--- config.mk ---
export PLATFORM = sky130hd
export DESIGN_NAME = uart_boot_loader_flat
export DESIGN_NICKNAME = d
export VERILOG_FILES = /design/src/rtl/boot_wr_if.sv /design/src/rtl/uart_boot_loader.sv /design/src/flat_wrapper.sv
export SDC_FILE = /design/constraint.sdc
export NUM_CORES = 1
export LEC_CHECK = 0
export CAP_MARGIN = 30
export CORE_MARGIN = 2
export CORE_UTILIZATION = 30
export CTS_CLUSTER_SIZE = 12
export DETAILED_ROUTE_END_ITERATION = 16
export PLACE_DENSITY = 0.51
export SYNTH_ARGS = -nofsm -noshare
export SYNTH_HDL_FRONTEND = slang
export SYNTH_SLANG_ARGS = --single-unit
--- constraint.sdc ---
create_clock -name clk -period 3.7 [get_ports clk]
set_input_delay 0.74 -clock clk [delete_from_list [all_inputs] [get_ports clk]]
set_output_delay 0.74 -clock clk [all_outputs]
set_load 0.01 [all_outputs]
--- src/rtl/boot_wr_if.sv ---
// Boot-write port from the UART image loader into instruction/data memory.
// One byte write per cycle while en is high; there is no backpressure.
interface boot_wr_if;
    logic        en;
    logic [31:0] addr;
    logic [7:0]  data;

    modport master (output en, addr, data);
    modport slave  (input  en, addr, data);
endinterface

--- src/rtl/uart_boot_loader.sv ---
// Loads a framed program image from UART (A5 | addr[4] | len[2] | payload [| csum]) into memory.
// Optional trailing checksum byte enabled by defining BOOT_CHECKSUM_EN.
module uart_boot_loader #(
    parameter int CLKS_PER_BIT = 434,
    parameter int TIMEOUT_CYC  = 1_000_000
) (
    input  logic       clk,
    input  logic       reset,
    input  logic       uart_rx,
    boot_wr_if.master  boot_wr,
    output logic       core_hold,
    output logic       boot_done,
    output logic       boot_err
);

    localparam int CNT_W = $clog2(CLKS_PER_BIT + 1);
    localparam int TMO_W = $clog2(TIMEOUT_CYC + 1);
    localparam logic [CNT_W-1:0] HALF_M1 = CNT_W'(CLKS_PER_BIT / 2 - 1);
    localparam logic [CNT_W-1:0] FULL_M1 = CNT_W'(CLKS_PER_BIT - 1);
    localparam logic [TMO_W-1:0] TMO_M1  = TMO_W'(TIMEOUT_CYC - 1);
    localparam logic [7:0]       SYNC    = 8'hA5;

    localparam logic [1:0] R_IDLE  = 2'd0;
    localparam logic [1:0] R_START = 2'd1;
    localparam logic [1:0] R_DATA  = 2'd2;
    localparam logic [1:0] R_STOP  = 2'd3;

    localparam logic [2:0] F_HUNT = 3'd0;
    localparam logic [2:0] F_ADDR = 3'd1;
    localparam logic [2:0] F_LEN  = 3'd2;
    localparam logic [2:0] F_DATA = 3'd3;
    localparam logic [2:0] F_CSUM = 3'd4;
    localparam logic [2:0] F_DONE = 3'd5;
    localparam logic [2:0] F_ERR  = 3'd6;

`ifdef BOOT_CHECKSUM_EN
    localparam logic [2:0] F_POST = F_CSUM;
`else
    localparam logic [2:0] F_POST = F_DONE;
`endif

    logic             rx_meta, rx_sync, rx_prev;
    logic [1:0]       rx_state;
    logic [CNT_W-1:0] bit_cnt;
    logic [2:0]       bit_idx;
    logic [7:0]       rx_byte;
    logic             rx_valid, rx_ferr;

    logic [2:0]       state;
    logic [1:0]       byte_cnt;
    logic [31:0]      base;
    logic [15:0]      len, idx;
    logic [TMO_W-1:0] tmo_cnt;
    logic             timing;
`ifdef BOOT_CHECKSUM_EN
    logic [7:0]       csum;
`endif

    // NOTE: the synchroniser resets to the idle-high level so leaving reset never looks like a start bit.
    always_ff @(posedge clk or negedge reset) begin
        if (!reset) begin
            rx_meta <= 1'b1;
            rx_sync <= 1'b1;
            rx_prev <= 1'b1;
        end else begin
            rx_meta <= uart_rx;
            rx_sync <= rx_meta;
            rx_prev <= rx_sync;
        end
    end

    // NOTE: state is updated with non-blocking assignments so every flop samples pre-edge values.
    always_ff @(posedge clk or negedge reset) begin
        if (!reset) begin
            rx_state <= R_IDLE;
            bit_cnt  <= '0;
            bit_idx  <= '0;
            rx_byte  <= '0;
            rx_valid <= 1'b0;
            rx_ferr  <= 1'b0;
        end else begin
            rx_valid <= 1'b0;
            rx_ferr  <= 1'b0;
            case (rx_state)
                R_IDLE: if (rx_prev && !rx_sync) begin
                    rx_state <= R_START;
                    bit_cnt  <= '0;
                end
                R_START: if (bit_cnt == HALF_M1) begin
                    bit_cnt  <= '0;
                    bit_idx  <= '0;
                    rx_state <= rx_sync ? R_IDLE : R_DATA;
                end else begin
                    bit_cnt <= bit_cnt + 1'b1;
                end
                R_DATA: if (bit_cnt == FULL_M1) begin
                    bit_cnt <= '0;
                    rx_byte <= {rx_sync, rx_byte[7:1]};
                    if (bit_idx == 3'd7) rx_state <= R_STOP;
                    else                 bit_idx  <= bit_idx + 1'b1;
                end else begin
                    bit_cnt <= bit_cnt + 1'b1;
                end
                R_STOP: if (bit_cnt == FULL_M1) begin
                    bit_cnt  <= '0;
                    rx_state <= R_IDLE;
                    if (rx_sync) rx_valid <= 1'b1;
                    else         rx_ferr  <= 1'b1;
                end else begin
                    bit_cnt <= bit_cnt + 1'b1;
                end
                default: rx_state <= R_IDLE;
            endcase
        end
    end

    assign timing = (state == F_ADDR) || (state == F_LEN) ||
                    (state == F_DATA) || (state == F_CSUM);

    always_ff @(posedge clk or negedge reset) begin
        if (!reset) begin
            state        <= F_HUNT;
            byte_cnt     <= '0;
            base         <= '0;
            len          <= '0;
            idx          <= '0;
            tmo_cnt      <= '0;
            boot_wr.en   <= 1'b0;
            boot_wr.addr <= '0;
            boot_wr.data <= '0;
`ifdef BOOT_CHECKSUM_EN
            csum         <= '0;
`endif
        end else begin
            boot_wr.en <= 1'b0;
            tmo_cnt    <= (timing && !rx_valid) ? tmo_cnt + 1'b1 : '0;
            if (state != F_DONE && rx_ferr) begin
                state <= F_ERR;
            end else if (timing && !rx_valid && tmo_cnt == TMO_M1) begin
                state <= F_ERR;
            end else if (rx_valid) begin
                case (state)
                    F_HUNT, F_ERR: if (rx_byte == SYNC) begin
                        state    <= F_ADDR;
                        byte_cnt <= '0;
                    end
                    F_ADDR: begin
                        base     <= {rx_byte, base[31:8]};
                        byte_cnt <= byte_cnt + 1'b1;
                        if (byte_cnt == 2'd3) begin
                            state    <= F_LEN;
                            byte_cnt <= '0;
                        end
                    end
                    F_LEN: begin
                        len      <= {rx_byte, len[15:8]};
                        byte_cnt <= byte_cnt + 1'b1;
                        if (byte_cnt == 2'd1) begin
                            idx   <= '0;
`ifdef BOOT_CHECKSUM_EN
                            csum  <= '0;
`endif
                            state <= ({rx_byte, len[15:8]} == 16'd0) ? F_POST : F_DATA;
                        end
                    end
                    F_DATA: begin
                        boot_wr.en   <= 1'b1;
                        boot_wr.addr <= base + {16'h0, idx};
                        boot_wr.data <= rx_byte;
                        idx          <= idx + 1'b1;
`ifdef BOOT_CHECKSUM_EN
                        csum         <= csum + rx_byte;
`endif
                        if (idx == len - 16'd1) state <= F_POST;
                    end
`ifdef BOOT_CHECKSUM_EN
                    F_CSUM: state <= (rx_byte == csum) ? F_DONE : F_ERR;
`endif
                    default: ;
                endcase
            end
        end
    end

    // Status decodes straight from the frame state so done/hold change in the same cycle.
    assign boot_done = (state == F_DONE);
    assign core_hold = (state != F_DONE);
    assign boot_err  = (state == F_ERR);

endmodule

--- src/flat_wrapper.sv ---
// flat-port wrapper written by rule: the top's interface ports become plain ports
module uart_boot_loader_flat 
#(
    parameter int CLKS_PER_BIT = 434,
    parameter int TIMEOUT_CYC  = 1_000_000
)
  (clk, reset, uart_rx, core_hold, boot_done, boot_err, boot_wr_en, boot_wr_addr, boot_wr_data);
  boot_wr_if boot_wr_i ();
  input  logic clk;
  input  logic reset;
  input  logic uart_rx;
  output logic core_hold;
  output logic boot_done;
  output logic boot_err;
  output wire logic [$bits(boot_wr_i.en)-1:0] boot_wr_en;
  output wire logic [$bits(boot_wr_i.addr)-1:0] boot_wr_addr;
  output wire logic [$bits(boot_wr_i.data)-1:0] boot_wr_data;
  assign boot_wr_en = boot_wr_i.en;
  assign boot_wr_addr = boot_wr_i.addr;
  assign boot_wr_data = boot_wr_i.data;
  uart_boot_loader #(.CLKS_PER_BIT(CLKS_PER_BIT), .TIMEOUT_CYC(TIMEOUT_CYC)) u_core (.clk(clk), .reset(reset), .uart_rx(uart_rx), .boot_wr(boot_wr_i), .core_hold(core_hold), .boot_done(boot_done), .boot_err(boot_err));
endmodule
### Word-level counts from Yosys, hierarchy flattened

Index checks and enable logic that the tools add are counted.

| word-level totals | value |
|---|---|
| flip-flop bits (word level) | 157 |
| input bits | 3 |
| output and inout bits | 44 |
| logic and storage cells | 125 |

| cells by class | value |
|---|---|
| add/sub/neg operators | 7 |
| eq/ne operators | 30 |
| multiplexer cells | 40 |
| bitwise logic cells | 2 |
| reductions and logical operators | 28 |

Operator list:

| kind | number |
|---|---|
| 2-to-1 mux 3 bit | 11 |
| adder 32 x 16 -> 32 bit | 1 |
| one-hot mux 16 bit (2 select lines) | 1 |
| 2-to-1 mux 9 bit | 3 |
| one-hot mux 9 bit (3 select lines) | 1 |
| adder 20 x 1 -> 20 bit (second input constant) | 1 |
| == test 20 bit (second input constant) | 1 |
| 2-to-1 mux 20 bit | 1 |
| adder 16 x 1 -> 16 bit (second input constant) | 1 |
| == test 16 bit | 1 |
| logical NOT 16 bit | 1 |
| 2-to-1 mux 16 bit | 1 |
| 2-to-1 mux 2 bit | 8 |
| AND reduction 4 bit | 4 |
| subtractor 16 x 1 -> 16 bit (second input constant) | 1 |
| AND reduction 5 bit | 3 |
| == test 3 bit (second input constant) | 4 |
| != test 2 x 1 -> 1 bit (second input constant) | 6 |
| != test 4 bit (second input constant) | 3 |
| one-hot mux 3 bit (4 select lines) | 1 |
| 2-to-1 mux 1 bit | 10 |
| adder 9 x 1 -> 9 bit (second input constant) | 1 |
| == test 9 x 8 -> 1 bit (second input constant) | 1 |
| == test 9 bit (second input constant) | 1 |
| other kinds (25) | 40 |

### Logic depth before layout (Yosys ltp)

Gate-level depths: netlist of run 1.

| logic depth | value |
|---|---|
| word-level depth | 8 |
| depth in mapped cells | 10 |
| depth with buffers taken out | 10 |

### Worst setup path before layout of run 1

No wires, ideal clock.

| path | value |
|---|---|
| kind | flip-flop to flip-flop |
| start point | register u_core.idx[4] |
| end point | register u_core.boot_wr.addr[31] |
| library setup time | 0.080 ns |
| arrival | 2.399 ns |
| required time | 3.620 ns |
| path slack | 1.220 ns |
| cell stages (with the launch flop) | 10 |
| buffers on the path | 1 |
| clock period less this slack | 2.480 ns |
| cells stage by stage | dfrtp_1 -> ha_1 -> a21o_1 -> a31o_1 -> o311a_1 -> and4_4 -> buf_6 -> o21a_1 -> mux2_4 -> o211ai_2 |

| between the ends | value |
|---|---|
| word-level cells in the longest chain between the ends | 1 |

RTL lines:

| item | line | RTL |
|---|---|---|
| start, declared | uart_boot_loader.sv:52 | `logic [15:0] len, idx;` |
| start signal, assigned | uart_boot_loader.sv:170 | `idx <= idx + 1'b1;` |
| adder 32 x 16 -> 32 bit | uart_boot_loader.sv:168 | `boot_wr.addr <= base + {16'h0, idx};` |
| end signal, assigned | uart_boot_loader.sv:168 |  |
| end, declared | boot_wr_if.sv:8 | `modport master (output en, addr, data);` |

No other way between the ends.
A chain may end at the register's enable or synchronous reset.

### Worst setup path in the final report of run 1

| path | value |
|---|---|
| start point | register u_core.state[1] |
| end point | output port boot_err |

| between the ends | value |
|---|---|
| word-level cells in the longest chain between the ends | 1 |

RTL lines:

| item | line | RTL |
|---|---|---|
| start, declared | uart_boot_loader.sv:49 | `logic [2:0] state;` |
| start signal, assigned | uart_boot_loader.sv:163 | `state <= ({rx_byte, len[15:8]} == 16'd0) ? F_POST : F_DATA;` |
| == test 3 bit | uart_boot_loader.sv:188 | `assign boot_err = (state == F_ERR);` |
| end, declared | flat_wrapper.sv:14 | `output logic boot_err;` |

No other way between the ends.

==> run summary, run 1 <==
Cells and area
• 2719 — fill count
• 0 — ANT cells
• 3930 sq um — area used by sequential logic in the layout
• 17.6% — synth-to-layout area growth
• 898 — Final nets
• 12.8% — layout cell share with drive strength beyond 1
• 1253 — non-filler cells, final
• 4170 sq um — area of combinational cells with multiple inputs

Global route
• 13.4% — GRT Total Usage
• 5877 — number of global-route vias before repair
• 31100 um — wire length of the first global-routing pass
• 0 — global route total overflow
• 0 — antenna violations before repair
• 72 — maximum number of pins on one net before global-route repair

Clock network
• 0 — hold buffer count at cts
• 157 — count of clock tree sinks
• 4 — maximum level of the CTS H-tree
• 70 ps — Worst-path clk slew
• 0 — post-CTS setup-driven buffer insertion count
• built — CTS tree
• sky130_fd_sc_hd__clkbuf_16 — Root Buffer Master
• 17 — Num CTS Buffers
• 2 — maximum clock path buffer count
• 430 ps — clock insertion delay at the later pin of the skew report
• 0 — total of cells resized after clock tree synthesis

Floorplanning
• 30.7% — Initial Utilization
• 171 um — horizontal die dimension
• 60 — num rows
• 171 um — Die Y-Extent
• 47 — count of boundary I/O pins
• 27100 sq um — Std-Cell Core Area
• 29100 sq um — overall die area

Route
• 18400 um — routed wire length
• 0 — final routed DRC violation total
• 0 — post-route ant nets
• 4 — total iterations of the first detailed-routing run
• 14.7 um — detailed-route wire length per cell
• 252 — initial drt markers
• 4.79 — via density per instance
• 6001 — Via Count

STA
• 48.5% — worst slew slack as a fraction of its limit
• 0 — Hold Vio Cnt, Final
• 311 ps — worst hold slack
• false — unrepaired setup endpoints after global routing
• 0 ps — final sum of negative setup slack
• 328 MHz — timing-limited maximum frequency
• 769 ps — actual slew at the worst max-slew pin
• 3050 ps — final worst path period need
• 0 — total count of max-transition violations in the final report
• 654 ps — minimum setup slack in the final design
• 0 — final setup violation count
• 82.3% — period utilisation layout
• 21.5 ps — Worst Clk Skew

Synthesis
• 157 — #FFs+latches synth
• 8320 sq um — netlist area before placement
• 8.50% — mux cell area share after synthesis
• 12.2% — share of the synthesized area in compound gates (AO/OA/AOI/OAI)
• 47.3% — sequential area share after synthesis
• sky130_fd_sc_hd__dfrtp_1 — post-synth top area cell
• simple AND/OR/NAND/NOR gates — main combinational cell family by area after synthesis
• 46.3% — area share of the largest cell type after synthesis
• 4.15% — fraction of the mapped netlist area in adder cells
• 10.1 sq um — average footprint of a synthesized cell
• sky130_fd_sc_hd__dfrtp_1 (46%), sky130_fd_sc_hd__mux2_2 (7.6%), sky130_fd_sc_hd__nand2_1 (4.9%), sky130_fd_sc_hd__xnor2_1 (4.0%), sky130_fd_sc_hd__ha_1 (3.9%) — Synth area leaders
• 73 — count of cell types in the netlist
• sky130_fd_sc_hd__dfrtp_1 — leading register cell type out of synthesis
• 100% — FFs w/ async S/R, synth
• 0 — number of enable-type register cells in the synthesized netlist
• 17.5% — post-synthesis simple-gate area fraction
• 0 — Synthesis Warnings
• 825 — synthesized instance count
• 855 — synthesized net count
• 7.79% — post-synthesis xor/xnor area fraction

Placed design
• 12900 um — detailed-placement wirelength estimate
• 739 ps — dpl ws
• 1221 — cell total after placement
• 46 — IO buf count
• 0.759 — RePlAce Congestion

Job
• 0 — maxcap violations

Critical path
• nor2b_1 -> and2_1 -> clkdlybuf4s50_1 — cells traversed along the worst timing path
• 16 — Worst Path Max Fanout
• register — startpoint class of the critical path
• 2960 ps — required time worst endpoint
• sky130_fd_sc_hd__dfrtp_1 — worst-path cell with the longest stage delay
• 2310 ps — endpoint arrival time on the critical path
• reg2out — type of the worst setup path
• output port — capturing element type of the critical path
• 640 ps — Max stage delay on crit path
• 1 — crit path buf inv count
• simple AND/OR/NAND/NOR gates — gate family responsible for the most delay along the worst path

Power
• 386 nW/um^2 — power per standard cell area
• 4.40 nW — LEAKAGE
• 315 uV — worst voltage drop across the vdd grid

Hold path
• in2async — type of the worst min-delay path

Status
• completed — status

[cell usage after synthesis, types with 3 or more instances]
| cell type | count |
|---|---|
| sky130_fd_sc_hd__nand4_1 | 6 |
| sky130_fd_sc_hd__o21ai_1 | 18 |
| sky130_fd_sc_hd__nand3_1 | 24 |
| sky130_fd_sc_hd__a21o_1 | 11 |
| sky130_fd_sc_hd__o21ai_0 | 55 |
| sky130_fd_sc_hd__buf_1 | 4 |
| sky130_fd_sc_hd__and3_1 | 16 |
| sky130_fd_sc_hd__nor2_1 | 52 |
| sky130_fd_sc_hd__nand2_1 | 108 |
| sky130_fd_sc_hd__mux2_2 | 56 |
| sky130_fd_sc_hd__dfrtp_1 | 154 |
| sky130_fd_sc_hd__nor4_1 | 6 |
| sky130_fd_sc_hd__clkbuf_1 | 19 |
| sky130_fd_sc_hd__o21a_1 | 3 |
| sky130_fd_sc_hd__dfstp_2 | 3 |
| sky130_fd_sc_hd__nand2b_1 | 11 |
| sky130_fd_sc_hd__xor2_1 | 36 |
| sky130_fd_sc_hd__xnor2_1 | 38 |
| sky130_fd_sc_hd__nor2b_1 | 11 |
| sky130_fd_sc_hd__ha_1 | 26 |
| sky130_fd_sc_hd__o2111ai_1 | 5 |
| sky130_fd_sc_hd__nor3b_1 | 3 |
| sky130_fd_sc_hd__o211ai_1 | 5 |
| sky130_fd_sc_hd__o31ai_1 | 4 |
| sky130_fd_sc_hd__inv_1 | 20 |
| sky130_fd_sc_hd__nor3_1 | 12 |
| sky130_fd_sc_hd__or4_1 | 3 |
| sky130_fd_sc_hd__a21oi_1 | 34 |
| sky130_fd_sc_hd__and2_1 | 7 |
| sky130_fd_sc_hd__mux2i_1 | 5 |
| sky130_fd_sc_hd__a31oi_1 | 7 |
| sky130_fd_sc_hd__a211oi_1 | 5 |
| sky130_fd_sc_hd__or3_1 | 9 |
[worst reg2reg max path, cell delays in order (launching register included)]
cell and delay, ps:
sky130_fd_sc_hd__dfrtp_1 460, sky130_fd_sc_hd__ha_1 210, sky130_fd_sc_hd__inv_1 60, sky130_fd_sc_hd__fa_1 410, sky130_fd_sc_hd__nor2b_1 170, sky130_fd_sc_hd__o2111ai_1 150
sky130_fd_sc_hd__a31oi_1 330, sky130_fd_sc_hd__o2111ai_1 400, sky130_fd_sc_hd__a211oi_1 400, sky130_fd_sc_hd__xnor2_1 150, sky130_fd_sc_hd__o21ai_1 70
[sequential cells by signal, summed over array words and instances (netlist names), named ones only]
| register | cells |
|---|---|
| u_core.base | 32 |
| u_core.boot_wr.addr | 32 |
| u_core.tmo_cnt | 20 |
| u_core.idx | 16 |
| u_core.len | 16 |
| u_core.bit_cnt | 9 |
| u_core.boot_wr.data | 8 |
| u_core.rx_byte | 8 |
| u_core.bit_idx | 3 |
| u_core.state | 3 |
| u_core.byte_cnt | 2 |
| u_core.boot_wr.en | 1 |
| u_core.rx_ferr | 1 |
| u_core.rx_meta | 1 |
| u_core.rx_prev | 1 |
| u_core.rx_state | 1 |
| u_core.rx_sync | 1 |
| u_core.rx_valid | 1 |
[path summary, 6_finish.rpt]
check | slack (ps) | from | cells past startpoint | endpoint
max in group asynchronous | 2520 | reset | 2 | u_core.rx_byte[3]
setup / recovery | 650 | u_core.state[1] | 3 | boot_err
min in group clk | 360 | u_core.rx_meta | 0 | u_core.rx_sync
hold reg to reg | 360 | u_core.rx_meta | 0 | u_core.rx_sync
setup reg to reg | 770 | u_core.idx[0] | 10 | u_core.boot_wr.addr[24]
hold / removal | 310 | reset | 1 | u_core.boot_wr.addr[5]
[placed cells by master, fill, tap and decap left out, types with 20 or more instances in the layout]
master	n
sky130_fd_sc_hd__o21ai_0	55
sky130_fd_sc_hd__xor2_1	36
sky130_fd_sc_hd__mux2_2	56
sky130_fd_sc_hd__ha_1	26
sky130_fd_sc_hd__dfrtp_1	154
sky130_fd_sc_hd__xnor2_1	38
sky130_fd_sc_hd__nand3_1	23
sky130_fd_sc_hd__clkdlybuf4s50_1	45
sky130_fd_sc_hd__a21oi_1	34
sky130_fd_sc_hd__inv_1	20
sky130_fd_sc_hd__nor2_1	52
sky130_fd_sc_hd__nand2_1	108
[through the flow]
stage	instance area [sq um]	total power [mW]	utilization, %
global placement	9170	1.95	33.8
floorplan	8320	1.89	-
global route	9780	3.92	36.1
finish	9780	3.77	36.1
detailed placement	9170	1.95	33.8
CTS	9780	3.82	36.1
[cells by family after synthesis]
logic type	count (synthesis)
AO/OA/AOI/OAI	166
XOR/XNOR	74
adder cells (fa/ha/maj)	27
buffers and inverters	48
flip-flops	157
multiplexers	63
AND/OR/NAND/NOR	290
[cell type report]
| class | instances | share of cell area [%] |
|---|---|---|
| inverters | 20 | 0.767 |
| multi-input cells | 620 | 42.7 |
| clock inverters | 12 | 1.53 |
| flip-flops and latches | 157 | 40.2 |
| clock buffers | 20 | 4.77 |
| well taps | 372 | 4.76 |
| repair buffers | 52 | 5.31 |
[where the power goes]
part	internal [mW]	leakage [nW]	total, mW	switching (mW)
Sequential	1.75	2.17	1.79	0.0413
Clock	1.07	0.298	1.85	0.784
Combinational	0.0490	1.93	0.127	0.0776
[layer usage]
metal	vias up	wire, um	global-route usage (%)
met1	2917	9430	18.7
met2	71	8460	21.5
met3	11	423	2.68
met5	-	0	0
li1	3002	-	-
met4	0	134	3.16
No activity file was read; power rests on OpenSTA's default activity.
==> run 2, diff against run 1 <==
Settings changed: PLACE_DENSITY 0.51 to 0.52.
Clock period 3.7 ns to 2.6 ns, I/O delays scaled along.
==> run summary, run 2 (synthesis results as in run 1) <==
Critical path
• reg2reg — type of the worst setup path
• 11 — Reg2Reg Depth
• 2790 ps — endpoint arrival time on the critical path
• 8 — Worst Path Max Fanout
• 380 ps — Max stage delay on crit path
• 130 ps — r2r setup slk
• 2 — crit path buf inv count
• sky130_fd_sc_hd__o2111ai_1 — cell mode on critical path
• register — capturing element type of the critical path
• ha_1 -> inv_1 -> fa_1 -> nor2b_1 -> o2111ai_1 -> a31oi_2 -> o2111ai_1 -> buf_4 -> a211oi_1 -> xnor2_1 -> o21ai_1 — cells traversed along the worst timing path
• register — startpoint class of the critical path
• u_core.idx[0] — startpoint of the lowest-slack register-to-register path
• 2910 ps — required time worst endpoint
• u_core.boot_wr.addr[24] — FF-to-FF End
• compound AO/OA/AOI/OAI gates — gate family responsible for the most delay along the worst path
• sky130_fd_sc_hd__fa_1 — worst-path cell with the longest stage delay
• 11 — number of logic stages on the critical path including buffering

Route
• 18600 um — routed wire length
• 4.75 — via density per instance
• 6087 — Via Count
• 0 — final routed DRC violation total
• 14.5 um — detailed-route wire length per cell
• 0 — post-route ant nets
• 358 — initial drt markers
• 4 — total iterations of the first detailed-routing run

Cells and area
• 2757 — fill count
• sky130_fd_sc_hd__dfrtp_1 (154), sky130_fd_sc_hd__nand2_1 (108), sky130_fd_sc_hd__mux2_2 (56) — commonest non-fill, non-tap cells in the layout
• 1281 — non-filler cells, final
• 20.4% — synth-to-layout area growth
• 0 — ANT cells
• 4180 sq um — area of combinational cells with multiple inputs
• 10000 sq um — final non-filler cell area
• 15.4% — layout cell share with drive strength beyond 1
• 3930 sq um — area used by sequential logic in the layout
• u_core.base x32, u_core.boot_wr.addr x32, u_core.tmo_cnt x20 — registers with the most flip-flops
• sky130_fd_sc_hd__dfrtp_1 — leading cell type in the layout, fill and taps excluded
• 926 — Final nets

Job
• 0 — maxcap violations

Placed design
• 0.766 — RePlAce Congestion
• 46 — IO buf count
• 13400 um — detailed-placement wirelength estimate
• 1249 — cell total after placement
• 57.4 ps — dpl ws
• 9400 sq um — post-detailed-placement cell area

Clock network
• 430 ps — clock insertion delay at the later pin of the skew report
• 157 — count of clock tree sinks
• 0 — post-CTS setup-driven buffer insertion count
• 70 ps — Worst-path clk slew
• 17 — Num CTS Buffers
• built — CTS tree
• 4 — maximum level of the CTS H-tree
• 2 — maximum clock path buffer count
• sky130_fd_sc_hd__clkbuf_16 — Root Buffer Master
• 0 — hold buffer count at cts
• 0 — total of cells resized after clock tree synthesis

Global route
• 31600 um — wire length of the first global-routing pass
• 0 — global route total overflow
• 58 — maximum number of pins on one net before global-route repair
• 0 — antenna violations before repair
• 5952 — number of global-route vias before repair
• 13.6% — GRT Total Usage

STA
• 66.7 ps — worst hold slack
• 127 ps — minimum setup slack in the final design
• 0 — Hold Vio Cnt, Final
• 404 MHz — timing-limited maximum frequency
• 0 — final setup violation count
• 2470 ps — final worst path period need
• 60.8% — worst slew slack as a fraction of its limit
• 0 ps — final sum of negative setup slack
• 588 ps — actual slew at the worst max-slew pin
• 0 — total count of max-transition violations in the final report
• 12.6 ps — Worst Clk Skew
• 95.1% — period utilisation layout
• true — unrepaired setup endpoints after global routing

Status
• completed — status

Power
• 390 uV — worst voltage drop across the vdd grid
• 534 nW/um^2 — power per standard cell area
• 4.55 nW — LEAKAGE

Hold path
• in2async — type of the worst min-delay path

Floorplanning
• 171 um — horizontal die dimension
• 29100 sq um — overall die area
• 30.7% — Initial Utilization
• 27100 sq um — Std-Cell Core Area
• 171 um — Die Y-Extent
• 47 — count of boundary I/O pins
• 60 — num rows

## run 2: changes by cell type in the layout (fill, tap and decap cells not counted)
| cell | delta |
|---|---|
| sky130_fd_sc_hd__buf_4 | +26 |
| sky130_fd_sc_hd__buf_12 | +2 |
| sky130_fd_sc_hd__clkbuf_1 | +2 |
| sky130_fd_sc_hd__clkbuf_8 | -2 |
| sky130_fd_sc_hd__clkinv_2 | +2 |
| sky130_fd_sc_hd__inv_8 | -2 |
| sky130_fd_sc_hd__a31oi_1 | -1 |
| sky130_fd_sc_hd__a31oi_2 | +1 |
| sky130_fd_sc_hd__bufinv_16 | +1 |
| sky130_fd_sc_hd__clkinv_4 | +1 |
| sky130_fd_sc_hd__clkinvlp_4 | -1 |
| sky130_fd_sc_hd__inv_6 | -1 |
## run 2: worst max-delay path by stage
stage	to	slack, ps	startpoint
2_1_floorplan	u_core.boot_wr.addr[31]	120	u_core.idx[4]
3_5_place_dp	u_core.boot_wr.addr[26]	60	u_core.idx[0]
5_1_grt	u_core.boot_wr.addr[26]	-30	u_core.idx[0]
3_3_place_gp	u_core.boot_wr.addr[24]	100	u_core.idx[0]
4_1_cts	u_core.boot_wr.addr[24]	50	u_core.idx[0]
6_report	u_core.boot_wr.addr[24]	130	u_core.idx[0]
## run 2: through the flow
stage	util [%]	total power, mW
CTS	36.9	5.43
finish	36.9	5.34
global placement	34.7	2.78
floorplan	-	2.69
global route	36.9	5.57
detailed placement	34.7	2.79
## run 2: worst reg2reg max path: stages (launching register included)
cell	delay (ps)
sky130_fd_sc_hd__dfrtp_1	360
sky130_fd_sc_hd__ha_1	180
sky130_fd_sc_hd__inv_1	60
sky130_fd_sc_hd__fa_1	380
sky130_fd_sc_hd__nor2b_1	160
sky130_fd_sc_hd__o2111ai_1	170
sky130_fd_sc_hd__a31oi_2	230
sky130_fd_sc_hd__o2111ai_1	120
sky130_fd_sc_hd__buf_4	190
sky130_fd_sc_hd__a211oi_1	290
sky130_fd_sc_hd__xnor2_1	150
sky130_fd_sc_hd__o21ai_1	70
## run 2: layout make-up
| cell class | count | area share [%] |
|---|---|---|
| inverter | 20 | 0.750 |
| multi-input combinational | 620 | 41.7 |
| sequential | 157 | 39.3 |
| timing repair buffer | 80 | 7.53 |
| clock inverter | 12 | 1.60 |
| clock buffer | 20 | 4.46 |
| tap | 372 | 4.65 |
## run 2: metal layers
layer	GRT usage [%]	up-vias	part of all wire [%]
met5	0	-	0
met4	3.23	0	0.55
met3	2.87	8	3.2
met2	22.2	80	47
met1	18.5	2939	49
li1	-	3060	-
## run 2: where the power goes
part / switching, mW / internal, mW / leakage, nW
combinational: 0.112 / 0.0746 / 2.08
clock: 1.06 / 1.55 / 0.295
sequential: 0.0599 / 2.49 / 2.17
total: 1.23 / 4.12 / 4.55
==> run 3, diff against run 2 <==
Settings changed: CORE_MARGIN 2 to not set, CTS_CLUSTER_DIAMETER set to 60.
==> run summary, run 3 (synthesis results as in run 1) <==
Critical path
• 6 — Worst Path Max Fanout
• register — capturing element type of the critical path
• or4_1 -> nor2_1 -> a41o_1 -> o2111a_1 -> and3_1 -> o2111ai_1 -> a31o_1 — cells traversed along the worst timing path
• 2770 ps — endpoint arrival time on the critical path
• reg2reg — type of the worst setup path
• register — startpoint class of the critical path
• 600 ps — Max stage delay on crit path
• 2910 ps — required time worst endpoint
• sky130_fd_sc_hd__or4_1 — worst-path cell with the longest stage delay

Floorplanning
• 47 — count of boundary I/O pins
• 27100 sq um — Std-Cell Core Area
• 60 — num rows
• 169 um — Die Y-Extent
• 30.7% — Initial Utilization
• 169 um — horizontal die dimension
• 28400 sq um — overall die area

STA
• 606 ps — actual slew at the worst max-slew pin
• 0 — Hold Vio Cnt, Final
• 407 MHz — timing-limited maximum frequency
• 0 — total count of max-transition violations in the final report
• 16.9 ps — Worst Clk Skew
• 0 — final setup violation count
• 59.1% — worst slew slack as a fraction of its limit
• 18.2 ps — worst hold slack
• 141 ps — minimum setup slack in the final design
• 94.6% — period utilisation layout
• true — unrepaired setup endpoints after global routing
• 2460 ps — final worst path period need
• 0 ps — final sum of negative setup slack

Cells and area
• 20.2% — synth-to-layout area growth
• 0 — ANT cells
• 15.8% — layout cell share with drive strength beyond 1
• sky130_fd_sc_hd__dfrtp_1 — leading cell type in the layout, fill and taps excluded
• 9990 sq um — final non-filler cell area
• 921 — Final nets
• sky130_fd_sc_hd__dfrtp_1 (153), sky130_fd_sc_hd__nand2_1 (108), sky130_fd_sc_hd__mux2_2 (56) — commonest non-fill, non-tap cells in the layout
• u_core.base x32, u_core.boot_wr.addr x32, u_core.tmo_cnt x20 — registers with the most flip-flops
• 2717 — fill count

Clock network
• 2 — maximum clock path buffer count
• 0 — hold buffer count at cts
• 157 — count of clock tree sinks
• 430 ps — clock insertion delay at the later pin of the skew report
• 4 — maximum level of the CTS H-tree
• sky130_fd_sc_hd__clkbuf_16 — Root Buffer Master
• built — CTS tree
• 70 ps — Worst-path clk slew
• 17 — Num CTS Buffers
• 0 — post-CTS setup-driven buffer insertion count

Route
• 339 — initial drt markers
• 14.4 um — detailed-route wire length per cell
• 5 — total iterations of the first detailed-routing run
• 0 — final routed DRC violation total
• 0 — post-route ant nets
• 18400 um — routed wire length
• 6060 — Via Count
• 4.75 — via density per instance

Global route
• 64 — maximum number of pins on one net before global-route repair
• 0 — antenna violations before repair
• 31500 um — wire length of the first global-routing pass
• 5971 — number of global-route vias before repair
• 0 — global route total overflow
• 13.9% — GRT Total Usage

Power
• 389 uV — worst voltage drop across the vdd grid
• 5.37 mW — final total power
• 538 nW/um^2 — power per standard cell area
• 4.52 nW — LEAKAGE

Status
• completed — status

Placed design
• 46 — IO buf count
• 55.7 ps — dpl ws
• 13300 um — detailed-placement wirelength estimate
• 0.773 — RePlAce Congestion
• 9350 sq um — post-detailed-placement cell area

Hold path
• in2async — type of the worst min-delay path

Job
• 0 — maxcap violations

## run 3: cell count changes in the layout (fill, tap and decap cells not counted), sizes merged
| cell | change |
|---|---|
| inv | +4 |
| buf | -5 |
| clkinvlp | -1 |
| clkinv | -1 |
| clkbuf | -2 |
## run 3: where the power goes
group          internal (mW)  total, mW  switching [mW]
clock                   1.54       2.63            1.09
sequential              2.49       2.55          0.0625
combinational         0.0741      0.185           0.111
## run 3: stage by stage
stage / std cells / util (%)
after floorplan: 825 / -
after global placement: 1244 / 34.5
after detailed placement: 1244 / 34.5
after CTS: 1276 / 36.8
after global routing: 1276 / 36.9
final: 1276 / 36.9
## run 3: worst max-delay path: cells and delay by family (launching register included)
family / cells / cell delay (ps)
flip-flops: 1 / 440
AND/OR/NAND/NOR: 3 / 980
AO/OA/AOI/OAI: 4 / 930
## run 3: final timing paths
check	from	endpoint	slack, ps	cells after the start
min reg2reg	u_core.rx_meta	u_core.rx_sync	360	0
max reg2reg	u_core.rx_byte[3]	u_core.state[1]	140	7
min	reset	u_core.boot_wr.addr[3]	20	1
max in group asynchronous	reset	u_core.rx_byte[6]	1920	2
min in group clk	u_core.rx_meta	u_core.rx_sync	360	0
max	u_core.rx_byte[3]	u_core.state[1]	140	7
## run 3: timing repair
item                       CTS  global route
hold endpoints to repair     0             0
gates resized for setup      1             7
setup endpoints to repair    1             8
pin swaps                    0             1
## run 3: layout make-up
| type | count | area (sq um) | share of cell area (%) |
|---|---|---|---|
| Tap cell | 372 | 465 | 4.66 |
| Timing Repair Buffer | 75 | 704 | 7.05 |
| Clock inverter | 14 | 183 | 1.83 |
| Sequential cell | 157 | 3930 | 39.4 |
| Inverter | 20 | 75.1 | 0.751 |
| Multi-Input combinational cell | 620 | 4200 | 42.1 |
| Clock buffer | 18 | 429 | 4.29 |
## run 3: layer usage
layer,vias up,GRT usage (%),part of all wire [%]
li1,3047,-,-
met1,2936,19.1,50
met2,70,22.6,47
met3,7,3.11,2.6
met4,0,2.65,0.59
met5,-,0,0
